===== src/rtl/conv1_line_buf_if.sv =====
// conv1_line_buf_if
// Bundles the pixel stream into the window generator and the 3x3 window it
// presents to the conv1 calculation stage.
//   valid_in / pixel_in        : one raster-order pixel, accepted when valid_in=1
//   pixel_0 .. pixel_8         : window, row-major, pixel_0 = top-left (r-2,c-2),
//                                pixel_8 = bottom-right (r,c)
//   valid_out_buf              : window valid this cycle (single-cycle strobe)
//   frame_done                 : only with CONV1_BUF_FRAME_DONE_EN; pulses with
//                                the last window of a frame
// Handshake: no backpressure. A pixel is consumed on every rising clk edge
// where valid_in=1. A window is valid only in the cycle valid_out_buf=1 and
// must be consumed in that cycle.
// Modports: slave = the window generator, master = the pixel source / window sink.
interface conv1_line_buf_if #(
  parameter int DATA_W = 8
);
  logic              valid_in;
  logic [DATA_W-1:0] pixel_in;
  logic [DATA_W-1:0] pixel_0;
  logic [DATA_W-1:0] pixel_1;
  logic [DATA_W-1:0] pixel_2;
  logic [DATA_W-1:0] pixel_3;
  logic [DATA_W-1:0] pixel_4;
  logic [DATA_W-1:0] pixel_5;
  logic [DATA_W-1:0] pixel_6;
  logic [DATA_W-1:0] pixel_7;
  logic [DATA_W-1:0] pixel_8;
  logic              valid_out_buf;
`ifdef CONV1_BUF_FRAME_DONE_EN
  logic              frame_done;
`endif

  modport slave (
    input  valid_in, pixel_in,
    output pixel_0, pixel_1, pixel_2, pixel_3, pixel_4,
           pixel_5, pixel_6, pixel_7, pixel_8, valid_out_buf
`ifdef CONV1_BUF_FRAME_DONE_EN
    , output frame_done
`endif
  );

  modport master (
    output valid_in, pixel_in,
    input  pixel_0, pixel_1, pixel_2, pixel_3, pixel_4,
           pixel_5, pixel_6, pixel_7, pixel_8, valid_out_buf
`ifdef CONV1_BUF_FRAME_DONE_EN
    , input frame_done
`endif
  );
endinterface


===== src/rtl/conv1_line_buf.sv =====
// conv1_line_buf
// Streaming 3x3 window generator for the first binary-convolution layer.
// Accepts raster-order pixels, keeps the two previous rows in shift-register
// line buffers and presents a registered 3x3 window one cycle after each
// accepted pixel (r,c) with r>=2 and c>=2.
// Ports:
//   clk    : rising-edge clock
//   rst_n  : asynchronous active-low reset
//   bus    : conv1_line_buf_if.slave (pixel stream in, window out)
// Optional feature macro: CONV1_BUF_FRAME_DONE_EN adds bus.frame_done, a pulse
// coincident with the valid strobe of the last window of each frame.
module conv1_line_buf #(
  parameter int IMG_W  = 28,
  parameter int IMG_H  = 28,
  parameter int DATA_W = 8
) (
  input  logic             clk,
  input  logic             rst_n,
  conv1_line_buf_if.slave  bus
);

  localparam int CW = $clog2(IMG_W);
  localparam int RW = $clog2(IMG_H);

  // Line buffers: index 0 receives the newest pixel, index IMG_W-1 is the tap
  // holding the pixel exactly one row earlier.
  logic [DATA_W-1:0] lb0_q [IMG_W];
  logic [DATA_W-1:0] lb0_d [IMG_W];
  logic [DATA_W-1:0] lb1_q [IMG_W];
  logic [DATA_W-1:0] lb1_d [IMG_W];

  // Window, row-major: [0..2] row r-2, [3..5] row r-1, [6..8] row r.
  logic [DATA_W-1:0] win_q [9];
  logic [DATA_W-1:0] win_d [9];

  logic [CW-1:0] col_q, col_d;
  logic [RW-1:0] row_q, row_d;
  logic          valid_q, valid_d;
`ifdef CONV1_BUF_FRAME_DONE_EN
  logic          frame_done_q, frame_done_d;
`endif

  always_comb begin
    lb0_d   = lb0_q;
    lb1_d   = lb1_q;
    win_d   = win_q;
    col_d   = col_q;
    row_d   = row_q;
    valid_d = 1'b0;
`ifdef CONV1_BUF_FRAME_DONE_EN
    frame_done_d = 1'b0;
`endif
    if (bus.valid_in) begin
      lb0_d[0] = bus.pixel_in;
      lb1_d[0] = lb0_q[IMG_W-1];
      for (int i = 1; i < IMG_W; i++) begin
        lb0_d[i] = lb0_q[i-1];
        lb1_d[i] = lb1_q[i-1];
      end

      // Shift the window left; the new right column is (r-2,c),(r-1,c),(r,c).
      for (int k = 0; k < 3; k++) begin
        win_d[3*k]   = win_q[3*k+1];
        win_d[3*k+1] = win_q[3*k+2];
      end
      win_d[2] = lb1_q[IMG_W-1];
      win_d[5] = lb0_q[IMG_W-1];
      win_d[8] = bus.pixel_in;

      // Rows 0..1 and columns 0..1 produce windows that straddle the frame
      // or row edge; they are shifted but never flagged.
      valid_d = (row_q >= RW'(2)) && (col_q >= CW'(2));
`ifdef CONV1_BUF_FRAME_DONE_EN
      frame_done_d = (row_q == RW'(IMG_H-1)) && (col_q == CW'(IMG_W-1));
`endif

      if (col_q == CW'(IMG_W-1)) begin
        col_d = '0;
        if (row_q == RW'(IMG_H-1)) row_d = '0;
        else                       row_d = row_q + RW'(1);
      end else begin
        col_d = col_q + CW'(1);
      end
    end
  end

  // Line-buffer contents need no reset: stale data is never flagged valid
  // because the row counter gates the first two rows of every frame.
  always_ff @(posedge clk) begin
    lb0_q <= lb0_d;
    lb1_q <= lb1_d;
  end

  always_ff @(posedge clk or negedge rst_n) begin
    if (!rst_n) begin
      for (int k = 0; k < 9; k++) win_q[k] <= '0;
      col_q   <= '0;
      row_q   <= '0;
      valid_q <= 1'b0;
`ifdef CONV1_BUF_FRAME_DONE_EN
      frame_done_q <= 1'b0;
`endif
    end else begin
      win_q   <= win_d;
      col_q   <= col_d;
      row_q   <= row_d;
      valid_q <= valid_d;
`ifdef CONV1_BUF_FRAME_DONE_EN
      frame_done_q <= frame_done_d;
`endif
    end
  end

  assign bus.pixel_0       = win_q[0];
  assign bus.pixel_1       = win_q[1];
  assign bus.pixel_2       = win_q[2];
  assign bus.pixel_3       = win_q[3];
  assign bus.pixel_4       = win_q[4];
  assign bus.pixel_5       = win_q[5];
  assign bus.pixel_6       = win_q[6];
  assign bus.pixel_7       = win_q[7];
  assign bus.pixel_8       = win_q[8];
  assign bus.valid_out_buf = valid_q;
`ifdef CONV1_BUF_FRAME_DONE_EN
  assign bus.frame_done    = frame_done_q;
`endif

endmodule


===== src/flat_wrapper.sv =====
// flat-port wrapper written by rule: the top's interface ports become plain ports
module conv1_line_buf_flat 
#(
  parameter int IMG_W  = 28,
  parameter int IMG_H  = 28,
  parameter int DATA_W = 8
)
  (clk, rst_n, bus_valid_in, bus_pixel_in, bus_pixel_0, bus_pixel_1, bus_pixel_2, bus_pixel_3, bus_pixel_4, bus_pixel_5, bus_pixel_6, bus_pixel_7, bus_pixel_8, bus_valid_out_buf);
  conv1_line_buf_if #(.DATA_W(DATA_W)) bus_i ();
  input  logic clk;
  input  logic rst_n;
  input wire logic [$bits(bus_i.valid_in)-1:0] bus_valid_in;
  input wire logic [$bits(bus_i.pixel_in)-1:0] bus_pixel_in;
  output wire logic [$bits(bus_i.pixel_0)-1:0] bus_pixel_0;
  output wire logic [$bits(bus_i.pixel_1)-1:0] bus_pixel_1;
  output wire logic [$bits(bus_i.pixel_2)-1:0] bus_pixel_2;
  output wire logic [$bits(bus_i.pixel_3)-1:0] bus_pixel_3;
  output wire logic [$bits(bus_i.pixel_4)-1:0] bus_pixel_4;
  output wire logic [$bits(bus_i.pixel_5)-1:0] bus_pixel_5;
  output wire logic [$bits(bus_i.pixel_6)-1:0] bus_pixel_6;
  output wire logic [$bits(bus_i.pixel_7)-1:0] bus_pixel_7;
  output wire logic [$bits(bus_i.pixel_8)-1:0] bus_pixel_8;
  output wire logic [$bits(bus_i.valid_out_buf)-1:0] bus_valid_out_buf;
  assign bus_i.valid_in = bus_valid_in;
  assign bus_i.pixel_in = bus_pixel_in;
  assign bus_pixel_0 = bus_i.pixel_0;
  assign bus_pixel_1 = bus_i.pixel_1;
  assign bus_pixel_2 = bus_i.pixel_2;
  assign bus_pixel_3 = bus_i.pixel_3;
  assign bus_pixel_4 = bus_i.pixel_4;
  assign bus_pixel_5 = bus_i.pixel_5;
  assign bus_pixel_6 = bus_i.pixel_6;
  assign bus_pixel_7 = bus_i.pixel_7;
  assign bus_pixel_8 = bus_i.pixel_8;
  assign bus_valid_out_buf = bus_i.valid_out_buf;
  conv1_line_buf #(.IMG_W(IMG_W), .IMG_H(IMG_H), .DATA_W(DATA_W)) u_core (.clk(clk), .rst_n(rst_n), .bus(bus_i));
endmodule

===== config.mk =====
export PLATFORM = sky130hd
export DESIGN_NAME = conv1_line_buf_flat
export DESIGN_NICKNAME = d
export VERILOG_FILES = /design/src/rtl/conv1_line_buf_if.sv /design/src/rtl/conv1_line_buf.sv /design/src/flat_wrapper.sv
export SDC_FILE = /design/constraint.sdc
export NUM_CORES = 1
export LEC_CHECK = 0
export CORE_MARGIN = 3
export CORE_UTILIZATION = 30
export CTS_CLUSTER_DIAMETER = 120
export DETAILED_ROUTE_END_ITERATION = 8
export GPL_TIMING_DRIVEN = 0
export SLEW_MARGIN = 15
export SYNTH_ARGS = -nofsm -noshare
export SYNTH_HDL_FRONTEND = slang
export SYNTH_SLANG_ARGS = --single-unit

===== constraint.sdc =====
create_clock -name clk -period 2.8 [get_ports clk]
set_clock_uncertainty 0.1 [all_clocks]
set_input_delay 0.84 -clock clk [delete_from_list [all_inputs] [get_ports clk]]
set_output_delay 0.84 -clock clk [all_outputs]
set_load 0.05 [all_outputs]

After elaboration in Yosys (flattened, before gate mapping)
Index checks and enable logic that the tools add are counted.
- register bits: 531
- latch bits: 0
- memory bits (writable): 0
- bits in read-only memories: 0
- memories kept: 0
- $add $sub $neg: 2
- multipliers: 0
- div/mod/pow operators: 0
- $lt $le $gt $ge: 2
- equal/unequal tests: 2
- shift operators: 0
- mux-type cells: 3
- bitwise operators: 0
- reductions and logical operators: 2
- operator list (operator ; count):
    adder 5 x 1 -> 5 bit, second input constant ; 2
    == test 5 bit, second input constant ; 2
    >= comparator 5 x 2 -> 1 bit, second input constant ; 2
    2-to-1 mux 5 bit ; 2
    AND reduction 2 bit ; 1
    logical AND 1 bit ; 1
    2-to-1 mux 1 bit ; 1

Depth between registers and ports, before layout
Gate-level depths: netlist of the first run.
- depth in word-level cells: 3
- mapped depth: 6
- depth with buffers taken out: 5

Worst setup path before layout of the first run
OpenSTA, ideal clock, no wires.
- kind: input -> register
- start: input port bus_valid_in
- end: register u_core.row_q[0]
- arrival time: 1.756 ns
- required time: 2.575 ns
- setup slack: 0.819 ns
- stages on the path: 6
- buffers on the path: 3
- path through: clkbuf_2 -> and3_4 -> buf_6 -> and2_4 -> buf_6 -> mux2_4
- cells in the longest elaborated chain, start to end: 1
- ends and longest elaborated chain (what ; RTL line ; source):
    start, declared ; flat_wrapper.sv:12 ; input wire logic [$bits(bus_i.valid_in)-1:0] bus_valid_in;
    AND reduction 2 bit (no source line) ; -- ;
    end signal, assigned ; conv1_line_buf.sv:106 ; row_q <= row_d;
    end, declared ; conv1_line_buf.sv:37 ; logic [RW-1:0] row_q, row_d;
Every way passes these cells.
A chain may end at the register's enable or synchronous reset.

Worst setup path after layout of the first run
- start: register u_core.win_q (netlist bit u_core.bus.pixel_4[3])
- end: output port bus_pixel_4[3]
- RTL lines (what ; RTL line ; source):
    start, declared ; conv1_line_buf.sv:33 ; logic [DATA_W-1:0] win_q [9];
    start signal, assigned ; conv1_line_buf.sv:104 ; win_q <= win_d;
    end, declared ; flat_wrapper.sv:18 ; output wire logic [$bits(bus_i.pixel_4)-1:0] bus_pixel_4;
No word-level cell between the ends.

==> flow_summary.ini, run 1 <==
[critical_path]
start_kind = register
crit_arrival_ps = 1770
worstPathCellList = clkdlybuf4s50_1
worst_ep_required_time_ps = 1860
worst-path-stages = 1
worstSetupPathType = register to primary output
slowest_stage = clkdlybuf4s50_1
cp_num_buf_inv = 1
worstReg2RegEnd = u_core.row_q[0]
crit_family = buffers and inverters
critPathMaxFanout = 3
worst_r2r_path_depth = 6
max_stage_delay_ps = 820
endpoint_kind = primary output
rr_startpoint = u_core.col_q[1]
r2r_setup_slack_ps = 1100

[floorplanning]
coreArea_um2 = 54500
rows = 85
dieArea_um2 = 58600
start_util_pct = 30.7
die_y_um = 242
die_w_um = 242
pin_count = 84

[sta]
maxSlewViolCount = 0
setup_viol = 0
max_freq_ghz = 0.369
min_period_over_period_pct = 96.8
worstMarginPinSlew_ps = 546
relSlewSlack_pct = 63.5
fin_tns_setup_ps = 0
hold_viol_final = 0
finalCriticalPeriod_ps = 2710

[hold_path]
hold_path.class = input pin to asynchronous set/reset pin

[cells_and_area]
diodes = 0
drive_gt1_share_pct = 21.1
design_area_um2 = 20400
register_area_um2 = 15500
area_growth_pct = 22.0
top_regs = u_core.lb0_q x224, u_core.lb1_q x224
multi_input_area_um2 = 1100
mostFrequentLayoutCell = edfxtp_1
layout_common_cells = edfxtp_1 (448), dfrtp_1 (83), clkdlybuf4s50_1 (77)
final_util_pct = 37.4
fin_nets = 815
nFillCells = 4950

[clock_tree]
root_buffer = clkbuf_16
hold_buffers = 0
clk_latency_ps = 570
cts_sinks = 531
cts_buffer_depth = 3
cts_tree = built
path_clk_slew_ps = 60
post_cts_buffers = 0
h-tree-depth = 2
cts_buffers = 52

[logic_synthesis]
synth_edf_count = 448
synth_seq_area_share_pct = 92.9
synthFlopType = edfxtp_1
syn_area_um2 = 16700
yosys_warnings = 0
synthCells = 656
async_flop_share_pct = 15.6
syn-num-nets = 671
avgSynthCellArea_um2 = 25.5
ys_ff_latch = 531
synth_cell_types = 27

[drt]
totalWireLength_um = 22900
vias = 6290
antenna_left = 0
drc = 0
drt-vias-per-instance = 3.98
wl_per_cell_um = 14.5
drt_first_pass_iters = 4
drt_iter0_drc = 578

[global_routing]
grt_max_degree = 97
overflow = 0
antenna_found_initial = 1
grt_pass1_wl_um = 36800
grt_use_total_pct = 7.72
grt_pass1_vias = 6512

[run]
cap_violations = 0

[place]
hpwl_um = 12300
gp_congestion = 0.675
placed_area_um2 = 18600
port_buffers = 83

[power_and_ir_drop]
power_leakage_nw = 7.14
power.density_nw_per_um2 = 875
ir_drop_uv = 455

[outcome]
status = finished, final reports clean
worst max-delay path by stage:
stage | from | end | slack [ps]
2_1_floorplan | bus_valid_in | u_core.row_q[0] | 820
3_3_place_gp | bus_valid_in | u_core.bus.pixel_7[5] | -14410
3_5_place_dp | bus_valid_in | u_core.bus.pixel_8[5] | -640
4_1_cts | u_core.bus.pixel_5[1] | bus_pixel_5[1] | 8
5_1_grt | u_core.bus.pixel_4[3] | bus_pixel_4[3] | -0.02
6_report | u_core.bus.pixel_4[3] | bus_pixel_4[3] | 90
metrics by stage:
step	hold WS, ps	setup slack (ps)	cells	power (mW)
final	133	88.6	1582	17.8
after detailed placement	305	-645	1484	11.2
after floorplan	300	819	656	10.5
after CTS	115	7.89	1581	18.1
after global routing	139	-0.0223	1582	18.6
after global placement	301	-14410	1478	11.3
power by group:
| part | switching (mW) | internal [mW] |
|---|---|---|
| combinational | 0.970 | 0.528 |
| sequential | 0.262 | 9.22 |
| clock | 2.80 | 4.07 |
| total | 4.03 | 13.8 |
routing by layer:
layer | vias to the layer above | GRT usage (%) | wire length [um]
li1 | 2870 | - | -
met1 | 3228 | 11.4 | 11300
met2 | 156 | 10.7 | 9680
met3 | 36 | 2.66 | 1550
met4 | 0 | 2.35 | 399
met5 | - | 0 | 0
repair_timing:
item / in CTS / in global routing
cloned: 0 / 1
gates resized for setup: 2 / 3
endpoints found under the setup margin: 11 / 25
area by class of cell:
class / instances / share of cell area (%)
Timing Repair Buffer: 90 / 5.05
Clock inverter: 22 / 1.13
Clock buffer: 75 / 7.30
Buffer: 11 / 0.344
Multi-Input combinational cell: 110 / 5.40
Inverter: 4 / 0.0736
Tap cell: 739 / 4.54
Sequential cell: 531 / 76.2
logic make-up (layout without fill, tap and decap cells):
kind of cell / count (synthesis) / in the layout / share of synthesized area (%)
AND/OR/NAND/NOR: 21 / 21 / 0.719
adder cells (fa/ha/maj): 4 / 4 / 0.299
buffers and inverters: 15 / 202 / 0.494
multiplexers: 77 / 77 / 5.23
XOR/XNOR: 3 / 3 / 0.157
flip-flops: 531 / 531 / 92.9
AO/OA/AOI/OAI: 5 / 5 / 0.187
cell usage after synthesis (2+ instances only):
cell type | n | share of area, %
buf_2 | 8 | 0.24
buf_6 | 2 | 0.13
dfrtp_1 | 83 | 12
edfxtp_1 | 448 | 80
ha_1 | 4 | 0.30
inv_1 | 4 | 0.090
mux2_2 | 74 | 5.0
mux2_4 | 2 | 0.18
nand3_1 | 2 | 0.060
nand4_1 | 2 | 0.075
nor2_1 | 7 | 0.16
nor2b_1 | 3 | 0.11
o21ai_0 | 2 | 0.060
xor2_1 | 2 | 0.10
Note: power is estimated with default switching activity, not from simulation.
==> run 2, diff against run 1 <==
Settings changed: HOLD_SLACK_MARGIN set to 0.12.
==> run 2 against run 1 <==
Sequential share of layout area about the same. Largest cell class unchanged. Total power about the same. Critical path depth unchanged. Highest routed layer unchanged. Largest power group unchanged. Final area about the same.
==> flow_summary.ini, run 2 (synthesis gave the netlist of run 1 again) <==
[outcome]
status = finished, final reports clean

[clock_tree]
h-tree-depth = 2
cts_tree = built
cts_buffers = 52
cts_buffer_depth = 3
cts_sinks = 531
root_buffer = clkbuf_16
post_cts_buffers = 0
clk_latency_ps = 570
path_clk_slew_ps = 60

[hold_path]
hold_path.class = register to register

[place]
hpwl_um = 12300
gp_congestion = 0.675
dp_cells = 1484
port_buffers = 83

[cells_and_area]
area_growth_pct = 22.0
finalNonFillerCells = 1583
drive_gt1_share_pct = 21.1
fin_nets = 816
layout_common_cells = edfxtp_1 (448), dfrtp_1 (83), clkdlybuf4s50_1 (77)
top_regs = u_core.lb0_q x224, u_core.lb1_q x224
mostFrequentLayoutCell = edfxtp_1
diodes = 0

[sta]
maxSlewViolCount = 0
relSlewSlack_pct = 63.5
worstMarginPinSlew_ps = 546
setup_viol = 0
finalCriticalPeriod_ps = 2710
min_period_over_period_pct = 96.8
hold_viol_final = 0
max_freq_ghz = 0.369

[drt]
drc = 0
drt_iter0_drc = 583
drt_first_pass_iters = 4
totalWireLength_um = 23000
vias = 6292
drt-vias-per-instance = 3.97
antenna_left = 0
wl_per_cell_um = 14.5

[floorplanning]
die_y_um = 242
die_w_um = 242
pin_count = 84
start_util_pct = 30.7
dieArea_um2 = 58600
coreArea_um2 = 54500
rows = 85

[run]
cap_violations = 0

[critical_path]
crit_family = buffers and inverters
worst_ep_required_time_ps = 1860
start_kind = register
worstPathCellList = clkdlybuf4s50_1
r2r_setup_slack_ps = 1100
endpoint_kind = primary output
slowest_stage = clkdlybuf4s50_1
critPathMaxFanout = 3
worstSetupPathType = register to primary output
crit_arrival_ps = 1770
max_stage_delay_ps = 820
cp_num_buf_inv = 1

[power_and_ir_drop]
power_leakage_nw = 7.15
total_power_mw = 17.8
ir_drop_uv = 455
power.density_nw_per_um2 = 875

[global_routing]
grt_max_degree = 97
grt_pass1_wl_um = 36800
antenna_found_initial = 1
grt_use_total_pct = 7.72
grt_pass1_vias = 6512
overflow = 0
[run 2: changes by cell type in the layout (fill, tap and decap cells not counted), sizes merged]
cell,before,now
dlygate4sd3,0,1
[run 2: what timing repair did]
item	CTS	global route
hold buffers	1	0
hold endpoints to repair	24	0
setup endpoints to repair	11	25
resized for setup	2	3
gates cloned	0	1
pin swaps	0	0
[run 2: final timing paths]
path | startpoint | end | cells past startpoint
min in group asynchronous | rst_n | u_core.bus.pixel_1[5] | 2
hold reg to reg | u_core.lb1_q[25] | u_core.lb1_q[17] | 0
setup reg to reg | u_core.col_q[1] | u_core.row_q[0] | 6
max in group asynchronous | rst_n | u_core.bus.pixel_3[2] | 3
hold / removal | u_core.lb1_q[25] | u_core.lb1_q[17] | 0
setup / recovery | u_core.bus.pixel_4[3] | bus_pixel_4[3] | 1
[run 2: per-stage QoR]
step	hold WS [ps]	utilization [%]	setup TNS, ps	cell area [um2]	worst slack [ps]
2_1_floorplan	300	-	0	16700	819
3_3_place_gp	301	33.9	-7018870	18500	-14410
3_5_place_dp	305	34.2	-25540	18600	-645
4_1_cts	300	37.4	0	20400	7.89
5_1_grt	310	37.5	-0.0223	20400	-0.0223
6_report	296	37.5	0	20400	88.5
[run 2: report_power, final]
part	total, mW	internal, mW	switching (mW)
clock network	6.86	4.07	2.79
logic	1.50	0.529	0.971
registers	9.49	9.22	0.263
[run 2: cell type report]
| type | instances | area (um2) |
|---|---|---|
| clock buffer | 75 | 1490 |
| buffer | 11 | 70.1 |
| fill | 4947 | 34100 |
| clock inverter | 22 | 230 |
| sequential | 531 | 15500 |
| multi-input combinational | 110 | 1100 |
| inverter | 4 | 15.0 |
| timing repair buffer | 91 | 1040 |
| tap | 739 | 925 |
[run 2: metal layers]
layer	wire length [um]	share of wire (%)	GRT usage, %	vias to the layer above
li1	-	-	-	2873
met1	11300	49	11.4	3227
met2	9700	42	10.7	156
met3	1540	6.7	2.65	36
met4	399	1.7	2.35	0
met5	0	0	0	-
==> run 3, diff against run 2 <==
Settings changed: CORE_MARGIN 3 to 8.
==> run 3 against run 2 <==
Combinational power is essentially flat. Worst hold slack worse by 140 ps. Via count increased by 1.0%. Maximum frequency barely moved. Register-to-register slack is essentially flat. Total power fell by 2.3%. Global-route usage shrank 0.38 points. Core utilization fell by 0.60 points. Sequential power barely moved. Sequential share of layout area up 0.35 points. Critical path type unchanged.
==> flow_summary.ini, run 3 (synthesis gave the netlist of run 1 again) <==
[global_routing]
antenna_found_initial = 2
grt_max_degree = 121
grt_pass1_wl_um = 37900
overflow = 0
grt_use_total_pct = 7.34
grt_pass1_vias = 6618

[drt]
totalWireLength_um = 23500
drc = 0
vias = 6357
drt_first_pass_iters = 4
wl_per_cell_um = 14.8
drt-vias-per-instance = 4.00
drt_iter0_drc = 451
antenna_left = 0

[critical_path]
worstReg2RegEnd = u_core.row_q[0]
crit_arrival_ps = 1770
crit_family = buffers and inverters
worstSetupPathType = register to primary output
rr_startpoint = u_core.col_q[0]
endpoint_kind = primary output
worst_ep_required_time_ps = 1860
r2r_setup_slack_ps = 1100
max_stage_delay_ps = 860
start_kind = register
worst_r2r_path_depth = 6
worstPathCellList = clkdlybuf4s50_1
slowest_stage = clkdlybuf4s50_1
cp_num_buf_inv = 1
critPathMaxFanout = 3

[sta]
setup_slack_ps = 86.9
setup_viol = 0
maxSlewViolCount = 0
fin_tns_setup_ps = 0
worstMarginPinSlew_ps = 583
hold_viol_final = 0
finalCriticalPeriod_ps = 2710
grt_setup_unrepaired = no
max_freq_ghz = 0.369
min_period_over_period_pct = 96.9
relSlewSlack_pct = 61.1

[hold_path]
hold_path.class = input pin to asynchronous set/reset pin

[clock_tree]
h-tree-depth = 2
hold_buffers = 0
cts_tree = built
root_buffer = clkbuf_16
clk_latency_ps = 560
cts_buffer_depth = 3
post_cts_buffers = 0
cts_sinks = 531
cts_buffers = 51
path_clk_slew_ps = 60

[cells_and_area]
area_growth_pct = 21.5
top_regs = u_core.lb0_q x224, u_core.lb1_q x224
diodes = 0
design_area_um2 = 20300
nFillCells = 5083
finalNonFillerCells = 1590
fin_nets = 814
mostFrequentLayoutCell = edfxtp_1
drive_gt1_share_pct = 20.8
layout_common_cells = edfxtp_1 (448), dfrtp_1 (83), clkdlybuf4s50_1 (78)

[floorplanning]
dieArea_um2 = 63500
pin_count = 84
die_y_um = 252
rows = 86
coreArea_um2 = 55100
start_util_pct = 30.3
die_w_um = 252

[place]
dp_cells = 1491
dp_worst_setup_slack_ps = -1440
port_buffers = 83
gp_congestion = 0.653
placed_area_um2 = 18600
hpwl_um = 12300

[run]
cap_violations = 0

[power_and_ir_drop]
power_leakage_nw = 7.10
total_power_mw = 17.4
power.density_nw_per_um2 = 858
ir_drop_uv = 528

[outcome]
status = finished, final reports clean
run 3: how the worst max path moves through the flow:
stage / start / to / depth (start not counted)
finish: u_core.bus.pixel_4[2] / bus_pixel_4[2] / 1
global route: u_core.bus.pixel_6[0] / bus_pixel_6[0] / 1
CTS: u_core.bus.pixel_5[1] / bus_pixel_5[1] / 1
detailed placement: bus_valid_in / u_core.bus.pixel_8[4] / 7
global placement: bus_valid_in / u_core.bus.pixel_7[5] / 5
floorplan: bus_valid_in / u_core.row_q[0] / 6
run 3: where the power goes:
group	total [mW]	switching (mW)	internal, mW
Combinational	1.51	0.972	0.534
Sequential	9.48	0.258	9.22
Clock	6.44	2.79	3.66
run 3: layout make-up:
cell class	instances	area (um2)	share of cell area [%]
inverters	4	15.0	0.0739
clock inverters	19	123	0.604
clock buffers	77	1480	7.26
plain buffers	11	72.6	0.357
multi-input cells	110	1100	5.42
flip-flops and latches	531	15500	76.5
repair buffers	90	1050	5.19
well taps	748	936	4.61
run 3: timing repair:
action                                  CTS  global route
gates cloned                              3             0
endpoints found under the setup margin   85            26
gates resized for setup                   5             2
pin swaps                                 0             0
run 3: through the flow:
| stage | hold WS [ps] | utilization, % |
|---|---|---|
| after detailed placement | 305 | 33.7 |
| after CTS | 136 | 36.8 |
| after floorplan | 300 | - |
| final | 155 | 36.9 |
| after global routing | 162 | 36.9 |
| after global placement | 302 | 33.5 |
run 3: routing by layer:
| layer | GRT usage [%] | vias up | routed length [um] |
|---|---|---|---|
| met3 | 2.77 | 51 | 1750 |
| met5 | 0 | - | 0 |
| li1 | - | 2877 | - |
| met4 | 2.10 | 0 | 508 |
| met2 | 10.4 | 149 | 9840 |
| met1 | 10.4 | 3280 | 11400 |
